### config.mk
export PLATFORM = sky130hd
export DESIGN_NAME = fp32_mul_arbiter_flat
export DESIGN_NICKNAME = d
export VERILOG_FILES = /design/src/rtl/fp32_mul_arbiter_if.sv /design/src/rtl/fp32_mul_arbiter.sv /design/src/flat_wrapper.sv
export SDC_FILE = /design/constraint.sdc
export NUM_CORES = 1
export LEC_CHECK = 0
export CAP_MARGIN = 20
export CORE_AREA = 4 4 145 147
export DETAILED_ROUTE_END_ITERATION = 10
export DIE_AREA = 0 0 149 151
export GPL_TIMING_DRIVEN = 0
export PLACE_DENSITY = 0.75
export SLEW_MARGIN = 20
export SYNTH_ARGS = -nofsm -noshare
export SYNTH_HDL_FRONTEND = slang
export SYNTH_SLANG_ARGS = --single-unit
### constraint.sdc
create_clock -name clk -period 2.7 [get_ports clk]
set_clock_uncertainty 0.15 [all_clocks]
set_input_delay 0.54 -clock clk [delete_from_list [all_inputs] [get_ports clk]]
set_output_delay 0.54 -clock clk [all_outputs]
set_load 0.01 [all_outputs]
### src/rtl/fp32_mul_arbiter_if.sv
// Requester-side bundle for fp32_mul_arbiter.
// Requesters present operands on req_* over a valid/ready handshake and
// receive their product on the one-hot rsp_valid strobe with rsp_data.
//   master : requester side (drives req_valid/req_op/req_a/req_b)
//   slave  : arbiter side   (drives req_ready/rsp_valid/rsp_data)
interface fp32_mul_arbiter_if #(
  parameter int unsigned N_REQ        = 4,
  parameter int unsigned DATA_A_WIDTH = 32,
  parameter int unsigned DATA_B_WIDTH = 26
);
  logic [N_REQ-1:0]              req_valid;
  logic [N_REQ-1:0]              req_ready;
  logic [N_REQ-1:0]              req_op;
  logic [N_REQ*DATA_A_WIDTH-1:0] req_a;
  logic [N_REQ*DATA_B_WIDTH-1:0] req_b;
  logic [N_REQ-1:0]              rsp_valid;
  logic [DATA_A_WIDTH-1:0]       rsp_data;

  modport master (
    output req_valid, req_op, req_a, req_b,
    input  req_ready, rsp_valid, rsp_data
  );

  modport slave (
    input  req_valid, req_op, req_a, req_b,
    output req_ready, rsp_valid, rsp_data
  );
endinterface

### src/rtl/fp32_mul_arbiter.sv
// Round-robin arbiter/sequencer sharing one pipelined fp32 multiplier
// between N_REQ requesters. Accepted requests go to an issue register that
// drives the multiplier; {v, id, op} rides a MUL_LATENCY-deep tag pipe so the
// product can be returned to its owner with a one-cycle one-hot strobe.
// Ports:
//   clk, rst_n      : clock, synchronous active-low reset
//   req_if (slave)  : request handshake in, response strobe/data out
//   cfg_pause       : stop granting and drain in-flight work
//   mul_data_a_o/b_o: multiplier operands (from issue register)
//   mul_op_o        : op of tag slot OP_STAGE, 0 when that slot is empty
//   mul_data_i      : multiplier result
//   busy            : work in issue stage, tag pipe or response register
// Build option: define FP32_MUL_ARB_PRIO0_EN to give requester 0 strict
// priority (others rotate among themselves); default is pure round-robin.
module fp32_mul_arbiter #(
  parameter int unsigned N_REQ        = 4,
  parameter int unsigned DATA_A_WIDTH = 32,
  parameter int unsigned DATA_B_WIDTH = 26,
  parameter int unsigned MUL_LATENCY  = 3,
  parameter int unsigned OP_STAGE     = 2
) (
  input  logic                    clk,
  input  logic                    rst_n,
  fp32_mul_arbiter_if.slave       req_if,
  input  logic                    cfg_pause,
  output logic [DATA_A_WIDTH-1:0] mul_data_a_o,
  output logic [DATA_B_WIDTH-1:0] mul_data_b_o,
  output logic                    mul_op_o,
  input  logic [DATA_A_WIDTH-1:0] mul_data_i,
  output logic                    busy
);

  localparam int unsigned IDW = (N_REQ > 1) ? $clog2(N_REQ) : 1;

`ifdef FP32_MUL_ARB_PRIO0_EN
  localparam bit PRIO0_EN = 1'b1;
`else
  localparam bit PRIO0_EN = 1'b0;
`endif

  typedef enum logic [1:0] {
    ST_RUN    = 2'd0,
    ST_DRAIN  = 2'd1,
    ST_PAUSED = 2'd2
  } state_e;

  state_e state_q, state_d;

  logic [IDW-1:0]          rr_ptr_q, rr_ptr_d;
  logic                    iss_v_q, iss_v_d;
  logic [IDW-1:0]          iss_id_q, iss_id_d;
  logic                    iss_op_q, iss_op_d;
  logic [DATA_A_WIDTH-1:0] iss_a_q, iss_a_d;
  logic [DATA_B_WIDTH-1:0] iss_b_q, iss_b_d;

  logic [MUL_LATENCY-1:0]          tag_v_q, tag_v_d;
  logic [MUL_LATENCY-1:0]          tag_op_q, tag_op_d;
  logic [MUL_LATENCY-1:0][IDW-1:0] tag_id_q, tag_id_d;

  logic [N_REQ-1:0]        rsp_valid_q, rsp_valid_d;
  logic [DATA_A_WIDTH-1:0] rsp_data_q, rsp_data_d;
  logic                    mul_op_q, mul_op_d;
  logic                    busy_q, busy_d;

  logic [N_REQ-1:0]        grant_c;
  logic                    gnt_any_c;
  logic [IDW-1:0]          gnt_id_c;
  logic                    gnt_op_c;
  logic [DATA_A_WIDTH-1:0] gnt_a_c;
  logic [DATA_B_WIDTH-1:0] gnt_b_c;

  // Circular search from rr_ptr; pause is sampled combinationally so a
  // pause rising with a request blocks that very grant.
  always_comb begin : grant_sel
    logic           grant_ok;
    logic [IDW-1:0] idx;
    logic [IDW-1:0] cand;
    grant_c   = '0;
    gnt_any_c = 1'b0;
    idx       = '0;
    cand      = '0;
    grant_ok  = rst_n && (state_q == ST_RUN) && !cfg_pause;
    if (grant_ok) begin
      if (PRIO0_EN && req_if.req_valid[0]) begin
        gnt_any_c = 1'b1;
      end
      for (int unsigned k = 0; k < N_REQ; k++) begin
        cand = IDW'((32'(rr_ptr_q) + k) % N_REQ);
        // With priority enabled requester 0 is out of the rotation.
        if (!gnt_any_c && req_if.req_valid[cand] && !(PRIO0_EN && cand == '0)) begin
          gnt_any_c = 1'b1;
          idx       = cand;
        end
      end
    end
    if (gnt_any_c) begin
      grant_c[idx] = 1'b1;
    end
    gnt_id_c = idx;
    gnt_op_c = req_if.req_op[idx];
    gnt_a_c  = req_if.req_a[idx*DATA_A_WIDTH +: DATA_A_WIDTH];
    gnt_b_c  = req_if.req_b[idx*DATA_B_WIDTH +: DATA_B_WIDTH];
  end

  assign req_if.req_ready = grant_c;

  // Next-state for pointer, issue stage, tag pipe and response register.
  always_comb begin : dp_next
    rr_ptr_d = rr_ptr_q;
    iss_v_d  = gnt_any_c;
    iss_id_d = iss_id_q;
    iss_op_d = iss_op_q;
    iss_a_d  = iss_a_q;
    iss_b_d  = iss_b_q;
    if (gnt_any_c) begin
      iss_id_d = gnt_id_c;
      iss_op_d = gnt_op_c;
      iss_a_d  = gnt_a_c;
      iss_b_d  = gnt_b_c;
      // A priority grant to requester 0 leaves the rotation untouched.
      if (!(PRIO0_EN && gnt_id_c == '0)) begin
        rr_ptr_d = IDW'((32'(gnt_id_c) + 32'd1) % N_REQ);
      end
    end

    tag_v_d     = '0;
    tag_op_d    = '0;
    tag_id_d    = '0;
    tag_v_d[0]  = iss_v_q;
    tag_op_d[0] = iss_op_q;
    tag_id_d[0] = iss_id_q;
    for (int unsigned k = 1; k < MUL_LATENCY; k++) begin
      tag_v_d[k]  = tag_v_q[k-1];
      tag_op_d[k] = tag_op_q[k-1];
      tag_id_d[k] = tag_id_q[k-1];
    end

    rsp_valid_d = '0;
    rsp_data_d  = rsp_data_q;
    if (tag_v_q[MUL_LATENCY-1]) begin
      rsp_valid_d[tag_id_q[MUL_LATENCY-1]] = 1'b1;
      rsp_data_d                           = mul_data_i;
    end

    // Registered from the slot's next value, so it lines up with the slot.
    mul_op_d = tag_v_d[OP_STAGE] & tag_op_d[OP_STAGE];
    busy_d   = iss_v_d | (|tag_v_d) | (|rsp_valid_d);
  end

  always_ff @(posedge clk) begin : dp_regs
    if (!rst_n) begin
      rr_ptr_q    <= '0;
      iss_v_q     <= 1'b0;
      iss_id_q    <= '0;
      iss_op_q    <= 1'b0;
      iss_a_q     <= '0;
      iss_b_q     <= '0;
      tag_v_q     <= '0;
      tag_op_q    <= '0;
      tag_id_q    <= '0;
      rsp_valid_q <= '0;
      rsp_data_q  <= '0;
      mul_op_q    <= 1'b0;
      busy_q      <= 1'b0;
    end else begin
      rr_ptr_q    <= rr_ptr_d;
      iss_v_q     <= iss_v_d;
      iss_id_q    <= iss_id_d;
      iss_op_q    <= iss_op_d;
      iss_a_q     <= iss_a_d;
      iss_b_q     <= iss_b_d;
      tag_v_q     <= tag_v_d;
      tag_op_q    <= tag_op_d;
      tag_id_q    <= tag_id_d;
      rsp_valid_q <= rsp_valid_d;
      rsp_data_q  <= rsp_data_d;
      mul_op_q    <= mul_op_d;
      busy_q      <= busy_d;
    end
  end

  // Pause FSM state register.
  always_ff @(posedge clk) begin : fsm_reg
    if (!rst_n) begin
      state_q <= ST_RUN;
    end else begin
      state_q <= state_d;
    end
  end

  // Pause FSM next state; dropping pause while draining resumes at once.
  always_comb begin : fsm_next
    state_d = state_q;
    case (state_q)
      ST_RUN: begin
        if (cfg_pause) begin
          state_d = busy_q ? ST_DRAIN : ST_PAUSED;
        end
      end
      ST_DRAIN: begin
        if (!cfg_pause) begin
          state_d = ST_RUN;
        end else if (!busy_q) begin
          state_d = ST_PAUSED;
        end
      end
      ST_PAUSED: begin
        if (!cfg_pause) begin
          state_d = ST_RUN;
        end
      end
      default: state_d = ST_RUN;
    endcase
  end

  assign mul_data_a_o     = iss_a_q;
  assign mul_data_b_o     = iss_b_q;
  assign mul_op_o         = mul_op_q;
  assign busy             = busy_q;
  assign req_if.rsp_valid = rsp_valid_q;
  assign req_if.rsp_data  = rsp_data_q;

endmodule

### src/flat_wrapper.sv
// flat-port wrapper written by rule: the top's interface ports become plain ports
module fp32_mul_arbiter_flat 
#(
  parameter int unsigned N_REQ        = 4,
  parameter int unsigned DATA_A_WIDTH = 32,
  parameter int unsigned DATA_B_WIDTH = 26,
  parameter int unsigned MUL_LATENCY  = 3,
  parameter int unsigned OP_STAGE     = 2
)
  (clk, rst_n, cfg_pause, mul_data_a_o, mul_data_b_o, mul_op_o, mul_data_i, busy, req_if_req_valid, req_if_req_op, req_if_req_a, req_if_req_b, req_if_req_ready, req_if_rsp_valid, req_if_rsp_data);
  fp32_mul_arbiter_if #(.N_REQ(N_REQ), .DATA_A_WIDTH(DATA_A_WIDTH), .DATA_B_WIDTH(DATA_B_WIDTH)) req_if_i ();
  input  logic clk;
  input  logic rst_n;
  input  logic cfg_pause;
  output logic [DATA_A_WIDTH-1:0] mul_data_a_o;
  output logic [DATA_B_WIDTH-1:0] mul_data_b_o;
  output logic mul_op_o;
  input  logic [DATA_A_WIDTH-1:0] mul_data_i;
  output logic busy;
  input wire logic [$bits(req_if_i.req_valid)-1:0] req_if_req_valid;
  input wire logic [$bits(req_if_i.req_op)-1:0] req_if_req_op;
  input wire logic [$bits(req_if_i.req_a)-1:0] req_if_req_a;
  input wire logic [$bits(req_if_i.req_b)-1:0] req_if_req_b;
  output wire logic [$bits(req_if_i.req_ready)-1:0] req_if_req_ready;
  output wire logic [$bits(req_if_i.rsp_valid)-1:0] req_if_rsp_valid;
  output wire logic [$bits(req_if_i.rsp_data)-1:0] req_if_rsp_data;
  assign req_if_i.req_valid = req_if_req_valid;
  assign req_if_i.req_op = req_if_req_op;
  assign req_if_i.req_a = req_if_req_a;
  assign req_if_i.req_b = req_if_req_b;
  assign req_if_req_ready = req_if_i.req_ready;
  assign req_if_rsp_valid = req_if_i.rsp_valid;
  assign req_if_rsp_data = req_if_i.rsp_data;
  fp32_mul_arbiter #(.N_REQ(N_REQ), .DATA_A_WIDTH(DATA_A_WIDTH), .DATA_B_WIDTH(DATA_B_WIDTH), .MUL_LATENCY(MUL_LATENCY), .OP_STAGE(OP_STAGE)) u_core (.clk(clk), .rst_n(rst_n), .req_if(req_if_i), .cfg_pause(cfg_pause), .mul_data_a_o(mul_data_a_o), .mul_data_b_o(mul_data_b_o), .mul_op_o(mul_op_o), .mul_data_i(mul_data_i), .busy(busy));
endmodule
After elaboration in Yosys (flattened, before gate mapping)
Index checks and enable logic that the tools add are counted.

word-level totals
  memories = 0
  flip-flop bits (word level) = 115
  bits in latches = 0
  RAM bits = 0
  bits in read-only memories = 0
  logic and storage cells = 89

cells by class
  equality and inequality tests = 5
  divide/modulo/power cells = 0
  $add $sub $neg = 4
  shift-type cells = 2
  reductions and logical operators = 15
  magnitude comparators = 8
  mux-type cells = 35
  $mul = 1
  bitwise gates (word level) = 3

operators with widths
  cell                 number
  $shiftx 128x8->32    1
  $shiftx 104x8->26    1
  $mux 2               10
  $lt 2x3->1 const B   6
  $mux 1               15
  $bmux 1 s2           5
  $mux 4               2
  $logic_and 1x1->1    7
  $mul 2x4->6 const B  1
  $pmux 2 s3           1
  $add 2x1->2 const B  2
  $add 2x2->2 const B  2
  $demux 1 s2          2
  $ge 2x1->1 const B   2
  $logic_not 1->1      4
  $ne 2x2->1 const B   2
  $reduce_or 4->1      1
  $ne 3x3->1 const B   1
  $reduce_and 3->1     1
  $reduce_or 3->1      1
  $eq 2x1->1 const B   1
  $eq 2x2->1 const B   1
  $logic_not 2->1      1
  $or 1x1->1           2
  $and 1x1->1          1

Longest topological paths before layout
  word-level depth = 21
  mapped depth = 8
  depth with buffers taken out = 6

Least setup slack after synthesis
Ideal clock, no wire load.

  path kind = in2out
  start point = input req_if_req_valid[0]
  end point = output req_if_req_ready[1]
  required time = 2,010 ps
  arrival time = 1,908 ps
  buffers on the path = 3
  path slack = 102 ps
  stages on the path = 8
  cell sequence = nor2b_1 > or4b_1 > buf_4 > nand2_4 > buf_6 > buf_4 > nand3_1 > inv_1

on the way
  cells in the longest elaborated chain, start to end = 21
  elaborated cells between the ends (all ways) = 33
  classes of those cells = order compare (2); mux (24); reduce/logical (7)

RTL lines
  item                                                            line                    text
  start, declared                                                 flat_wrapper.sv:20      input wire logic [$bits(req_if_i.req_valid)-1:0] req_if_req_valid;
  $bmux 1 s2                                                      fp32_mul_arbiter.sv:90  if (!gnt_any_c && req_if.req_valid[cand] && !(PRIO0_EN && cand == '0)) begin
  $mux 1 (implied by the code)                                    fp32_mul_arbiter.sv:90
  $mux 1                                                          fp32_mul_arbiter.sv:90
  $mux 1                                                          fp32_mul_arbiter.sv:83  if (grant_ok) begin
  $logic_not 1->1                                                 fp32_mul_arbiter.sv:90
  $logic_and 1x1->1                                               fp32_mul_arbiter.sv:90
  $mux 1                                                          fp32_mul_arbiter.sv:90
  $mux 1                                                          fp32_mul_arbiter.sv:83
  [5 not listed]                                                  --
  $logic_and 1x1->1                                               fp32_mul_arbiter.sv:90
  $mux 2                                                          fp32_mul_arbiter.sv:90
  $mux 2                                                          fp32_mul_arbiter.sv:83
  $lt 2x3->1 (implied by the code) or $ge 2x1->1 (tied branches)  fp32_mul_arbiter.sv:97  grant_c[idx] = 1'b1;
  $logic_and 1x1->1 (implied by the code)                         fp32_mul_arbiter.sv:97
  $mux 1 (implied by the code)                                    fp32_mul_arbiter.sv:97
  $demux 1 s2                                                     --
  $mux 4 (*)                                                      fp32_mul_arbiter.sv:96  if (gnt_any_c) begin
  end, declared                                                   flat_wrapper.sv:24      output wire logic [$bits(req_if_i.req_ready)-1:0] req_if_req_ready;

Mark *: on every way between the ends. The rest lies on a longest branch, timed or not. The select of a mux whose other input is x is not followed.

Worst setup path after layout
  start point = input cfg_pause
  end point = output req_if_req_ready[0]

on the way
  cells in the longest elaborated chain, start to end = 8
  elaborated cells between the ends (all ways) = 10
  classes of those cells = order compare (2); mux (5); reduce/logical (3)

RTL lines
  item                                                            line                    text
  start, declared                                                 flat_wrapper.sv:14      input logic cfg_pause;
  $logic_not 1->1 (*)                                             fp32_mul_arbiter.sv:82  grant_ok = rst_n && (state_q == ST_RUN) && !cfg_pause;
  $logic_and 1x1->1 (*)                                           fp32_mul_arbiter.sv:82
  $mux 2                                                          fp32_mul_arbiter.sv:83
  $lt 2x3->1 (implied by the code) or $ge 2x1->1 (tied branches)  fp32_mul_arbiter.sv:97
  $logic_and 1x1->1 (implied by the code)                         fp32_mul_arbiter.sv:97
  $mux 1 (implied by the code)                                    fp32_mul_arbiter.sv:97
  $demux 1 s2                                                     --
  $mux 4 (*)                                                      fp32_mul_arbiter.sv:96

Mark *: on every way between the ends. The rest lies on a longest branch, timed or not.

==> flow_summary.yaml <==
grt:
  grt_max_degree: 17
  antenna_found_initial: 0
  grt_use_total_pct: 24.2
  grt_pass1_wl_um: 41300
  gr-total-overflow: 0
  grt_pass1_vias: 7043
floorplanning:
  row_count: 52
  die_y_um: 151
  die_width_um: 149
  ios: 375
  die-area_sq_um: 22500
  design.core.area_sq_um: 19900
  initial_utilization_pct: 31.3
power_and_ir_drop:
  sw_frac_of_total_pct: 28.1
  comb_power_share_pct: 26.8
  clock_power_share_pct: 40.7
  seqPwrFrac_pct: 32.4
  ir_drop_mv: 0.375
  p_switching_mw: 1.64
  power.density_nw_per_um2: 524
  p_int_mw: 4.18
  p_leak_nw: 4.18
sta:
  holdWs_ns: 0.275
  setup_violations: 0
  period_needed_ns: 2.65
  rsz0062_at_grt: "true"
  fmax_ghz: 0.378
  finalHoldViolCount: 0
  tightestPinTransition_ns: 0.892
  fin_crit_sh_pct: 98.0
  finalMaxSlewViolations: 0
  max_slew_margin_pct: 40.5
cts:
  cts_tree: "built"
  root_buffer: "clkbuf_16"
  h-tree-depth: 4
  cts.path.max_buffers: 2
  clkLatencyLatePin_ns: 0.41
  cts_made_buffers: 17
  numClockSinks: 115
  path_clk_slew_ns: 0.06
critical_path:
  slowest_stage: "nor4b_4"
  critical_path.max_stage_delay_ns: 0.32
  cp-end-kind: "primary output"
  startpoint_type: "primary input"
  ff2ff_setup_slack_ns: 0.15
  worstPathMaxFanout: 7
  reg2regPathDepth: 7
  r2r_end: "u_core.mul_data_a_o[20]"
  path_cells: "dlygate4sd2_1 -> nor4b_4 -> o41ai_4 -> inv_2 -> buf_6 -> nand2_2 -> nor2_2 -> buf_2"
  worst-setup-path-type: "in2out"
  r2r_start: "u_core.rr_ptr_q[0]"
  cp.arrival_ns: 1.96
  cp-endpoint: "req_if_req_ready[0]"
  required_ns: 2.01
  crit_start: "cfg_pause"
synth:
  netlist_top_cells_area: "dfxtp_1 (37%), a211oi_1 (10%), and3_1 (9.9%), a211oi_2 (6.0%), mux2i_1 (5.5%)"
  ys_seq_area_share_pct: 36.9
  yosysUniqueCellTypes: 41
  yosysWarnings: 0
  synth_top_flop_cell: "dfxtp_1"
  synth_area_sq_um: 6240
  synth_nets: 942
  yosys.area.top_type: "dfxtp_1"
  syn_avg_cell_area_sq_um: 9.35
  synth-edff-count: 0
  ys_seq_elements: 115
  synthArstFlopShare_pct: 0
  synth_top_area_share_pct: 36.9
  syn_inst: 667
finish:
  regArea_sq_um: 2310
  final_util_pct: 55.8
  antenna_cells: 0
  nFillCells: 1831
  layout.nets: 1344
  syn2layout_area_growth_pct: 78.1
  multi_input_area_sq_um: 3620
  final_cell_area_sq_um: 11100
  drive_above_1_share_pct: 15.3
  fin_cells: 1352
detailed_routing:
  wl_met1_um: 11000
  wl_met2_um: 14300
  drc: 0
  drtIter0Drc: 283
  drtAntennaViolNets: 0
  wl_um: 28500
  routed_via_density: 5.09
  drt_pass1_iterations: 5
  vias: 6876
  route.met3.wl_um: 2570
  wire_per_inst_um: 21.1
  highest_layer: "met4"
placed_design:
  place_area_sq_um: 10300
  dp_hpwl_um: 21900
  dp_cells: 1311
  gp_congestion: 0.830
  port_buffers: 374
hold_path:
  hold_class: "reg2reg"
run:
  timing.max_cap.violations: 0
run_status:
  status: "finished, final reports clean"
## critical path, delay by kind of cell
family / cells / cell delay [ns]
buffers and inverters: 4 / 0.69
and+or+nand+nor: 3 / 0.54
AOI/OAI and AO/OA: 1 / 0.17
## synthesized netlist by cell type, types with 12 or more instances
cell and instances:
a211oi_1 85, and3_1 99, nand2_1 68, and3_4 18
o31ai_1 38, o31ai_2 19, mux2i_1 34, and2_1 12
dfxtp_1 115, a211oi_2 30, clkbuf_1 39, nor2b_1 39
## power by group through the flow
stage	registers (mW)	clock network, mW	logic [mW]
after detailed placement	1.92	0	1.52
after global routing	1.90	2.49	1.66
after floorplan	1.96	0	0.620
after global placement	1.92	0	1.50
final	1.89	2.37	1.56
after CTS	1.89	2.40	1.58
## how the worst min path moves through the flow
stage	from	to	cells past startpoint
2_1_floorplan	u_core.iss_id_q[1]	u_core.tag_id_d[3]	2
3_3_place_gp	u_core.tag_id_d[4]	u_core.tag_id_q[4]	1
3_5_place_dp	u_core.tag_id_d[4]	u_core.tag_id_q[4]	1
4_1_cts	u_core.tag_id_d[4]	u_core.tag_id_q[4]	1
5_1_grt	u_core.tag_id_d[5]	u_core.tag_id_q[5]	1
6_report	u_core.tag_id_d[4]	u_core.tag_id_q[4]	1
## what timing repair did
action                     CTS  global route
buffers inserted            11             2
gates cloned                 0             0
setup endpoints to repair   65             4
pin swaps                    6             5
hold buffers                 0             0
gates resized for setup     84             4
## registers in the layout, indices dropped and copies added (netlist names), 2 cells and up
name / cells
u_core.rr_ptr_q: 2
u_core.mul_data_a_o: 32
u_core.tag_v_q: 3
u_core.mul_data_b_o: 26
u_core.iss_id_q: 2
u_core.tag_id_q: 2
u_core.req_if.rsp_data: 32
u_core.state_q: 2
u_core.req_if.rsp_valid: 4
u_core.tag_op_q: 2
u_core.tag_id_d: 4
## through the flow
stage	worst slack [ns]	TNS (ns)	power [mW]
floorplan	0.102	0	2.58
global placement	-1.80	-71.14	3.42
detailed placement	-1.76	-69.56	3.44
CTS	-0.0108	-0.0108	5.87
global route	-0.0256	-0.0256	6.06
finish	0.0538	0	5.82
## area by class of cell
class | count | area share [%]
multi-input combinational | 476 | 32.6
buffer | 68 | 3.65
tap | 270 | 3.04
timing repair buffer | 387 | 34.3
inverter | 4 | 0.135
clock buffer | 18 | 3.95
clock inverter | 14 | 1.59
sequential | 115 | 20.8
## cells by family after synthesis
family                 Yosys count  synth area share (%)
DFF                            115                  36.9
muxes                           34                  5.46
AOI/OAI and AO/OA              187                  26.8
and+or+nand+nor                255                  24.5
buffers and inverters           76                  6.30
## per-layer routing
metal | vias up | GRT usage (%)
li1 | 3295 | -
met3 | 41 | 8.65
met5 | - | 0
met2 | 314 | 43.5
met4 | 0 | 7.32
met1 | 3226 | 26.9
## cell usage in the layout (no fill, tap or decap), types with 2 or more instances in the layout
cell	instances
clkdlybuf4s50_1	364
dfxtp_1	112
and3_1	99
a211oi_1	84
nand2_1	67
o31ai_1	38
clkbuf_1	37
nor2b_1	36
mux2i_1	34
a211oi_2	31
o31ai_2	19
clkbuf_16	18
and3_4	18
buf_2	17
buf_4	13
buf_6	12
and2_1	11
buf_1	7
clkinvlp_4	5
nor2_1	4
inv_6	4
nor2b_4	3
nor3_1	3
bufinv_16	3
a2bb2oi_1	2
inv_2	2
nand3_4	2
and2_4	2
buf_8	2
a21boi_0	2
nand3_1	2
o21ai_0	2
inv_1	2
dfxtp_4	2
(Power assumes the default switching activity.)
